## config.mk

```make
export PLATFORM = sky130hd
export DESIGN_NAME = rs_wakeup_select
export DESIGN_NICKNAME = d
export VERILOG_FILES = /design/src/rtl/rs_wakeup_select.sv
export SDC_FILE = /design/constraint.sdc
export NUM_CORES = 2
export LEC_CHECK = 0
export CORE_ASPECT_RATIO = 1.75
export CORE_MARGIN = 2
export CORE_UTILIZATION = 65
export DETAILED_ROUTE_END_ITERATION = 10
export DONT_BUFFER_PORTS = 1
export GPL_TIMING_DRIVEN = 0
export PLACE_DENSITY = 0.81
export SYNTH_ARGS = -nofsm -noshare
export SYNTH_HDL_FRONTEND = slang
export SYNTH_SLANG_ARGS = --single-unit
```

## constraint.sdc

```tcl
create_clock -name clk -period 12.5 [get_ports clk]
set_input_delay 2.5 -clock clk [delete_from_list [all_inputs] [get_ports clk]]
set_output_delay 2.5 -clock clk [all_outputs]
set_load 0.03 [all_outputs]
```

## src/rtl/rs_wakeup_select.sv

```systemverilog
// Reservation station with CDB wake-up, same-cycle dispatch bypass,
// age-matrix oldest-first selection and a registered valid/ready issue stage.
module rs_wakeup_select #(
  parameter int RS_DEPTH  = 16,
  parameter int ROB_IDX_W = 4,
  parameter int CDB_NUM   = 2,
  parameter int XLEN      = 32,
  parameter int OP_W      = 6
) (
  input  logic                           clk,
  input  logic                           rst,
  input  logic                           rdy,
  input  logic                           jump_wrong,
  input  logic                           dec_valid,
  input  logic [OP_W-1:0]                dec_op,
  input  logic                           dec_rs1_rdy,
  input  logic [XLEN-1:0]                dec_rs1,
  input  logic                           dec_rs2_rdy,
  input  logic [XLEN-1:0]                dec_rs2,
  input  logic [ROB_IDX_W-1:0]           dec_rob,
  output logic                           rs_full,
  output logic [$clog2(RS_DEPTH+1)-1:0]  rs_count,
  input  logic [CDB_NUM-1:0]             cdb_valid,
  input  logic [CDB_NUM*ROB_IDX_W-1:0]   cdb_rob,
  input  logic [CDB_NUM*XLEN-1:0]        cdb_val,
  output logic                           iss_valid,
  input  logic                           iss_ready,
  output logic [OP_W-1:0]                iss_op,
  output logic [XLEN-1:0]                iss_vj,
  output logic [XLEN-1:0]                iss_vk,
  output logic [ROB_IDX_W-1:0]           iss_rob
);

  localparam int IDX_W = (RS_DEPTH > 1) ? $clog2(RS_DEPTH) : 1;
  localparam int CNT_W = $clog2(RS_DEPTH+1);

  // Control state (reset)
  logic [RS_DEPTH-1:0] busy;
  // older_by[i][j] = 1 means entry j is older than entry i
  logic [RS_DEPTH-1:0] older_by [RS_DEPTH];

  // Entry payload (no reset; only meaningful while busy)
  logic [OP_W-1:0]      e_op  [RS_DEPTH];
  logic [XLEN-1:0]      e_vj  [RS_DEPTH];
  logic [XLEN-1:0]      e_vk  [RS_DEPTH];
  logic [ROB_IDX_W-1:0] e_qj  [RS_DEPTH];
  logic [ROB_IDX_W-1:0] e_qk  [RS_DEPTH];
  logic [ROB_IDX_W-1:0] e_rob [RS_DEPTH];
  logic [RS_DEPTH-1:0]  e_vj_ok;
  logic [RS_DEPTH-1:0]  e_vk_ok;

  // Derived per-cycle signals
  logic [RS_DEPTH-1:0]  elig;
  logic [RS_DEPTH-1:0]  alloc_mask;
  logic [RS_DEPTH-1:0]  issue_mask;
  logic [IDX_W-1:0]     alloc_idx;
  logic                 alloc_ok;
  logic [IDX_W-1:0]     sel_idx;
  logic                 sel_ok;
  logic                 accept;
  logic                 load;
  logic                 byp1_hit;
  logic                 byp2_hit;
  logic [XLEN-1:0]      byp1_val;
  logic [XLEN-1:0]      byp2_val;
  logic [RS_DEPTH-1:0]  wj_hit;
  logic [RS_DEPTH-1:0]  wk_hit;
  logic [XLEN-1:0]      wj_val [RS_DEPTH];
  logic [XLEN-1:0]      wk_val [RS_DEPTH];

  // Returns {hit, value} for a tag against all CDB channels; lowest channel wins.
  function automatic logic [XLEN:0] cdb_match(
    input logic [ROB_IDX_W-1:0]         tag,
    input logic [CDB_NUM-1:0]           v,
    input logic [CDB_NUM*ROB_IDX_W-1:0] tags,
    input logic [CDB_NUM*XLEN-1:0]      vals
  );
    logic [XLEN:0] r;
    r = '0;
    for (int k = CDB_NUM-1; k >= 0; k--) begin
      if (v[k] && (tags[k*ROB_IDX_W +: ROB_IDX_W] == tag))
        r = {1'b1, vals[k*XLEN +: XLEN]};
    end
    return r;
  endfunction

  assign rs_full = &busy;
  assign elig    = busy & e_vj_ok & e_vk_ok;
  assign accept  = rdy && !jump_wrong && dec_valid && !rs_full;
  assign load    = rdy && !jump_wrong && sel_ok && (!iss_valid || iss_ready);

  // Lowest-index free entry, taken from stored busy only
  always_comb begin
    // NOTE: every always_comb output gets a default first so no latch is inferred.
    alloc_ok  = 1'b0;
    alloc_idx = '0;
    for (int i = RS_DEPTH-1; i >= 0; i--) begin
      if (!busy[i]) begin
        alloc_ok  = 1'b1;
        alloc_idx = IDX_W'(i);
      end
    end
  end

  // Oldest eligible entry: nobody eligible is older than it
  always_comb begin
    sel_ok  = 1'b0;
    sel_idx = '0;
    for (int i = RS_DEPTH-1; i >= 0; i--) begin
      if (elig[i] && ((older_by[i] & elig) == '0)) begin
        sel_ok  = 1'b1;
        sel_idx = IDX_W'(i);
      end
    end
  end

  // One-hot masks for the entry written and the entry freed this cycle
  always_comb begin
    alloc_mask = '0;
    issue_mask = '0;
    for (int i = 0; i < RS_DEPTH; i++) begin
      alloc_mask[i] = accept && alloc_ok && (alloc_idx == IDX_W'(i));
      issue_mask[i] = load && (sel_idx == IDX_W'(i));
    end
  end

  // CDB matching for the dispatching op and for every stored pending operand
  always_comb begin
    {byp1_hit, byp1_val} = cdb_match(dec_rs1[ROB_IDX_W-1:0], cdb_valid, cdb_rob, cdb_val);
    {byp2_hit, byp2_val} = cdb_match(dec_rs2[ROB_IDX_W-1:0], cdb_valid, cdb_rob, cdb_val);
    for (int i = 0; i < RS_DEPTH; i++) begin
      {wj_hit[i], wj_val[i]} = cdb_match(e_qj[i], cdb_valid, cdb_rob, cdb_val);
      {wk_hit[i], wk_val[i]} = cdb_match(e_qk[i], cdb_valid, cdb_rob, cdb_val);
    end
  end

  // Busy bits, age matrix, occupancy count and issue register
  always_ff @(posedge clk or negedge rst) begin
    if (!rst) begin
      busy      <= '0;
      rs_count  <= '0;
      iss_valid <= 1'b0;
      iss_op    <= '0;
      iss_vj    <= '0;
      iss_vk    <= '0;
      iss_rob   <= '0;
      for (int i = 0; i < RS_DEPTH; i++) older_by[i] <= '0;
    end else if (rdy) begin
      if (jump_wrong) begin
        busy      <= '0;
        rs_count  <= '0;
        iss_valid <= 1'b0;
      end else begin
        // NOTE: sequential state uses non-blocking assignments so every
        // register samples pre-edge values regardless of statement order.
        busy <= (busy & ~issue_mask) | alloc_mask;
        for (int i = 0; i < RS_DEPTH; i++) begin
          if (alloc_mask[i]) older_by[i] <= busy;
          else               older_by[i] <= older_by[i] & ~alloc_mask;
        end
        case ({accept, load})
          2'b10:   rs_count <= rs_count + CNT_W'(1);
          2'b01:   rs_count <= rs_count - CNT_W'(1);
          default: rs_count <= rs_count;
        endcase
        if (load) begin
          iss_valid <= 1'b1;
          iss_op    <= e_op[sel_idx];
          iss_vj    <= e_vj[sel_idx];
          iss_vk    <= e_vk[sel_idx];
          iss_rob   <= e_rob[sel_idx];
        end else if (iss_ready) begin
          iss_valid <= 1'b0;
        end
      end
    end
  end

  // Entry payload: dispatch write with same-cycle bypass, CDB wake-up otherwise
  // NOTE: payload storage has no reset; busy alone qualifies its contents.
  always_ff @(posedge clk) begin
    if (rdy && !jump_wrong) begin
      for (int i = 0; i < RS_DEPTH; i++) begin
        if (alloc_mask[i]) begin
          e_op[i]    <= dec_op;
          e_rob[i]   <= dec_rob;
          e_qj[i]    <= dec_rs1[ROB_IDX_W-1:0];
          e_qk[i]    <= dec_rs2[ROB_IDX_W-1:0];
          e_vj_ok[i] <= dec_rs1_rdy || byp1_hit;
          e_vk_ok[i] <= dec_rs2_rdy || byp2_hit;
          e_vj[i]    <= dec_rs1_rdy ? dec_rs1 : byp1_val;
          e_vk[i]    <= dec_rs2_rdy ? dec_rs2 : byp2_val;
        end else if (busy[i]) begin
          if (!e_vj_ok[i] && wj_hit[i]) begin
            e_vj[i]    <= wj_val[i];
            e_vj_ok[i] <= 1'b1;
          end
          if (!e_vk_ok[i] && wk_hit[i]) begin
            e_vk[i]    <= wk_val[i];
            e_vk_ok[i] <= 1'b1;
          end
        end
      end
    end
  end

endmodule

```

==> impl_summary.md, run 1 <==
Clocking
The sink count of the clock tree is 1696. Buffers inserted to repair hold after CTS numbered 0. Gates resized during post-CTS repair numbered 0. The number of buffers created by CTS is 156.

The clock root buffer is clkbuf_16. The level count of the clock H-tree is 4. Counting along the longest clock path gives a buffer depth of 3. The post-CTS repair timing setup buffer count is 0.

Yosys
The synthesized netlist devotes about 2.6% of its cell area to XOR and XNOR gates. The synthesized design devotes to its leading area cell type a little over two fifths of total area. The number of unique standard cell types used by synthesis is 76.

The warning count from the yosys run is 0. After synthesis, the cell types taking the most area are edfxtp_1 (43%), mux2i_1 (11%), dfrtp_1 (9.4%). The commonest cells after synthesis are nand2_1 (1622), edfxtp_1 (1344), mux2i_1 (1063). Summing every instance area after synthesis gives about 93000 um2. The cell type contributing the most total cell area after synthesis is edfxtp_1.

The simple-gate area share of the yosys netlist is 11.4%. Summing the sequential cell areas from Yosys gives between 50% and 60% of the chip area. The mux contribution to synthesized area is a little over an eighth. By instance count, the leading cell after synthesis is nand2_1. Of all flip-flops after synthesis, the portion carrying an async set or reset was just over 20%.

After Yosys synthesis, full adders, half adders and majority gates account for less than 1% of the synthesized area. The dominant combinational cell family by area after synthesis is compound AO/OA/AOI/OAI gates. Counting every instance in the synthesized netlist gives about 8800. A synthesized cell averages roughly 11 um2. The most used flip-flop cell after synthesis is edfxtp_1. The number of synthesized register bits is about 1700. The fraction of the mapped netlist area in compound gates is 14.5%. The synthesized design contains around 1300 enable-type register cells.

The total nets after synthesis is 8984.

Die
The number of top-level design ports is roughly 240. The die is roughly 290 um wide. From bottom edge to top edge, the die measures roughly 510 um. The floorplan has 183 rows.

Once the floorplan was initialized, standard cells occupied about 66% of the core.

GRT
After global routing the overflow that remains totals approximately 3000. The overall global routing resource usage is between 80 and 90%. The first global-routing pass estimated approximately 910000 um of wire. The number of global-route vias before repair is between 100k and 150k. The pin count of the biggest net entering global routing is approximately 350.

Run status
The flow did not finish. The tool reported: "[ERROR GRT-0116] Global routing finished with congestion. Check the congestion regions in the DRC Viewer". The terminating stage of the flow is global routing (5_1_grt).

Place
Summed over all nets, the half-perimeter wirelength after detailed placement is approximately 390000 um. Once placement completed, the tool counted placed cells totaling between 10000 and 15000. The final weighted congestion of routability-driven global placement is about 1.3. The pre-CTS worst setup slack is between 3 and 4 ns.

The count of input and output buffers is 0.
-- routing by layer --
metal / global-route usage, % / GRT overflow
met1: 84.5 / 60
met2: 101 / 1889
met4: 90.5 / 1049
met5: 45.7 / 7
met3: 73.2 / 68
-- stage by stage --
| stage | instance area (um2) | hold WS [ns] | util [%] |
|---|---|---|---|
| 3_5_place_dp | 97200 | 0.463 | 68.3 |
| 2_1_floorplan | 93300 | 0.446 | - |
| 3_3_place_gp | 95600 | 0.458 | 67.2 |
| 4_1_cts | 102000 | 0.478 | 72.0 |
-- cells by family after synthesis --
logic type,Yosys count
adders and majority gates,4
xor gates and xnor gates,272
AOI/OAI and AO/OA,2165
muxes,1149
and+or+nand+nor,2394
buffers and inverters,1144
DFF,1696
==> inputs of run 2 (changes only) <==
==> config.mk (replaced) <==
export PLATFORM = sky130hd
export DESIGN_NAME = rs_wakeup_select
export DESIGN_NICKNAME = d
export VERILOG_FILES = /design/src/rtl/rs_wakeup_select.sv
export SDC_FILE = /design/constraint.sdc
export NUM_CORES = 2
export LEC_CHECK = 0
export CORE_MARGIN = 2
export CORE_UTILIZATION = 40
export DETAILED_ROUTE_END_ITERATION = 10
export DONT_BUFFER_PORTS = 1
export GPL_TIMING_DRIVEN = 0
export PLACE_DENSITY_LB_ADDON = 0.15
export SYNTH_ARGS = -nofsm -noshare
export SYNTH_HDL_FRONTEND = slang
export SYNTH_SLANG_ARGS = --single-unit
==> run 2 against run 1 <==
  * The flow now finishes, with violations (capacitance limit, slew limit)
  * Synthesized area unchanged
  * Synthesized cell count unchanged
==> impl_summary.md, run 2 <==
Setup path
The register-to-register setup slack is 5.48 ns. The worst register-to-register path ends at busy[14]$_DFFE_PN0P_. STA classifies the critical path endpoint as a register. The data arrival time of the critical path is between 8 and 9 ns. The startpoint of the lowest-slack register-to-register path is e_vk_ok[6]$_SDFFCE_PN1P_.

The highest fanout seen on the critical path is 32. The type of origin of the critical path is a primary input. Data on the critical path is required at its endpoint by ~13 ns. The critical path launch point is cdb_rob[4]. Counting cells, the worst reg-to-reg path comes to 15. The classification of the worst setup path is primary input to register.

GRT
The number of global-route vias before repair is 80700. The number of antenna violations at the first check in global routing is 83. The final global-route overflow total is 0. The first global-routing pass estimated around 770000 um of wire. The pin count of the biggest net entering global routing is around 350. In the global route stage, overall resource usage came out at 49.4%.

Die
The initial core utilization came to 40.2% (was 65.6%). The height of the chip came to 487 um (was 505 um). The number of top-level design ports was 237 (unchanged). The overall die width was 487 um (was 290 um). The floorplan step defined a die boundary enclosing between 200000 and 250000 um2. The core region is 232000 um2. The row count is 177 (was 183).

Route
The first TritonRoute pass finished after 10 iterations. The detailed-route wire length per cell is 48.5 um. The average vias per placed instance is ~7. The remaining routing DRC violations is 0. The number of vias in the routed layout is approximately 87000. The count of antenna-violating nets left after detailed routing is 0. The total wire length after detailed routing is about 600000 um. The detailed router finished its first iteration with between 10000 and 15000 violations.

Clocking
The level count of the clock H-tree is 4 (unchanged). The maximum root-to-sink buffer count is 3 (unchanged). The post-CTS repair timing setup buffer count came to 0 (unchanged). The clock-pin slew reported for the worst setup and hold paths after clock tree synthesis is roughly 0.060 ns.

The sink count of the clock tree is 1696 (unchanged). The number of buffers created by CTS was 197 (was 156). The count of instances resized after the clock tree is built is 0 (unchanged).

The number of hold buffers added after cts is 0 (unchanged). TritonCTS built the clock tree. The later pin in the worst-skew pair is clocked with a latency of 0.91 ns.

The clock root buffer is clkbuf_16 (unchanged).

Cells and area
For this run, the share of the core covered by cells in the final layout is 45.7%. The combined flip-flop and latch cell area is about 49000 um2. Summing all multi-input logic gate instances after layout gives 39500 um2. The largest registers in the layout are e_vj x512, e_vk x512, older_by x240. The library cell used most frequently in the layout, excluding fill and tap cells, is nand2_1. At the end of the flow, the number of nets in the layout was about 9300. The final instance count without filler cells is between 10000 and 15000. Of the cells placed in the final design, the portion with a size suffix greater than 1 is under 10%. Relative to the synthesized area, the layout overhead comes to 13.7%. In the layout the commonest cells are nand2_1 (1591), edfxtp_1 (1344), mux2i_1 (1062), o21ai_0 (1039), clkbuf_1 (840). After filler insertion, the fill cell instance count of the layout stands at roughly 22000.

Timing
The relative max-transition margin is -10.5%. Setup slack closes at about 4.5 ns. For the final database, setup skew stands at between 0.06 and 0.07 ns.

In the finished design, the share of the clock period the worst path needs comes to about 64%. The actual transition at the worst max-transition pin is 1.66 ns. The final-report max-slew violation count came to between 100 and 150. The final setup violation count is 0. The worst path needs around 8.0 ns of the cycle, external delays included. The total count of hold-check failures in the final report was 0. Setup repair after global routing left no endpoint under its margin. Timing would allow up to 0.125 GHz. The final setup TNS is 0 ns.

Yosys
The share of synthesized flip-flops with an asynchronous set or reset was 20.8% (unchanged). The total nets after synthesis came to 8984 (unchanged). List of most frequent post-synthesis cells: nand2_1 (1622), edfxtp_1 (1344), mux2i_1 (1063) (unchanged).

The synthesized netlist cell count is 8824 (unchanged). The cell type contributing the most total cell area after synthesis was edfxtp_1 (unchanged). The count of flip-flops with a built-in enable after synthesis is 1344 (unchanged). The average instance area after synthesis is 10.6 um2 (unchanged). The number of synthesized register bits is 1696 (unchanged). The number of unique standard cell types used by synthesis came to 76 (unchanged).

The sequential area share after synthesis came to 52.7% (unchanged). The most frequent cell after synthesis is nand2_1 (unchanged). The post-synth design cell area is 93300 um2 (unchanged).

Biggest area contributors in the synthesized netlist: edfxtp_1 (43%), mux2i_1 (11%), dfrtp_1 (9.4%) (unchanged). The warning count from the yosys run came to 0 (unchanged). The area share of the largest cell type after synthesis is 43.3% (unchanged). The most used flip-flop cell after synthesis is edfxtp_1 (unchanged).

Power and ir drop
The maximum vdd drop is around 120 uV. The total power is roughly 14 mW. Dividing total power by cell area gives a power density of approximately 140 nW/um2. For this design the static power due to leakage is 38.0 nW.

Place
The count of input and output buffers is 0 (unchanged). The pre-CTS worst setup slack is 4.08 ns (was 3.93 ns). The placed instance count is 12000 (was 10800). The placed wire-length estimate was 451000 um (was 392000 um).

The final weighted congestion of routability-driven global placement came to 1.07 (was 1.30).

Worst hold path
The worst min-delay path endpoint is older_by[133]$_DFFE_PN0P_. The startpoint identified for the worst hold timing path is older_by[133]$_DFFE_PN0P_. The number of cells traversed by the worst hold path is 2. The min-delay analysis places its worst path in the category register to register.

Run status
Status: finished, violations left (was aborted with a tool error). The checks that failed: capacitance limit, slew limit.

Job
Across the run, the number of max-cap violations was 13.
## run 2: cell counts after synthesis
Identical to the previous run, type by type.
## run 2: per-stage QoR
step / instance area [um2] / hold WS [ns]
2_1_floorplan: 93300 / 0.446
5_1_grt: 106000 / 0.492
4_1_cts: 106000 / 0.479
6_report: 106000 / 0.477
3_3_place_gp: 97100 / 0.458
3_5_place_dp: 99000 / 0.463
## run 2: cell families after synthesis
group,synth area share (%)
AO/OA/AOI/OAI,14.5
XOR/XNOR,2.55
adder cells (fa/ha/maj),0.0617
buffers and inverters,5.39
flip-flops,52.7
multiplexers,13.4
AND/OR/NAND/NOR,11.4
## run 2: critical path, cell delays in order
cell and delay [ns]:
clkbuf_1 0.39, clkbuf_1 0.79, xor2_1 0.20, nor3_1 0.06, a31oi_1 0.75, or3_1 0.66
clkbuf_1 0.97, clkbuf_1 1.05, nand2_4 0.70
## run 2: report_power, final
group / switching [mW] / total [mW] / leakage [nW] / internal, mW
sequential: 0.452 / 6.69 / 16.5 / 6.24
clock: 2.73 / 6.27 / 3.33 / 3.54
combinational: 1.03 / 1.42 / 18.2 / 0.394
## run 2: cell type report
type / count / share of cell area [%]
buffer: 1094 / 4.63
timing repair buffer: 109 / 1.42
tap: 3043 / 3.59
sequential: 1696 / 46.3
clock inverter: 95 / 1.16
multi-input combinational: 5984 / 37.2
inverter: 50 / 0.180
antenna: 68 / 0.160
clock buffer: 280 / 5.31
## run 2: metal layers
metal	part of all wire, %	vias to the layer above	track usage [%]
li1	-	33400	-
met1	34	43500	58.3
met2	42	7634	71.3
met3	13	2034	16.4
met4	11	32	44.4
met5	0.079	-	0.510
## run 2: worst max-delay path by stage
stage / end / slack [ns] / cells after the start
2_1_floorplan: e_vj[12][0]$_DFFE_PP_ / 5.97 / 8
3_3_place_gp: e_vj[12][7]$_DFFE_PP_ / -1.08 / 9
3_5_place_dp: e_vj[7][6]$_DFFE_PP_ / 4.08 / 10
4_1_cts: e_vj[7][6]$_DFFE_PP_ / 5.01 / 10
5_1_grt: e_vj[7][16]$_DFFE_PP_ / 4.77 / 10
6_report: e_vj[9][23]$_DFFE_PP_ / 4.50 / 9
(Power assumes the default switching activity.)
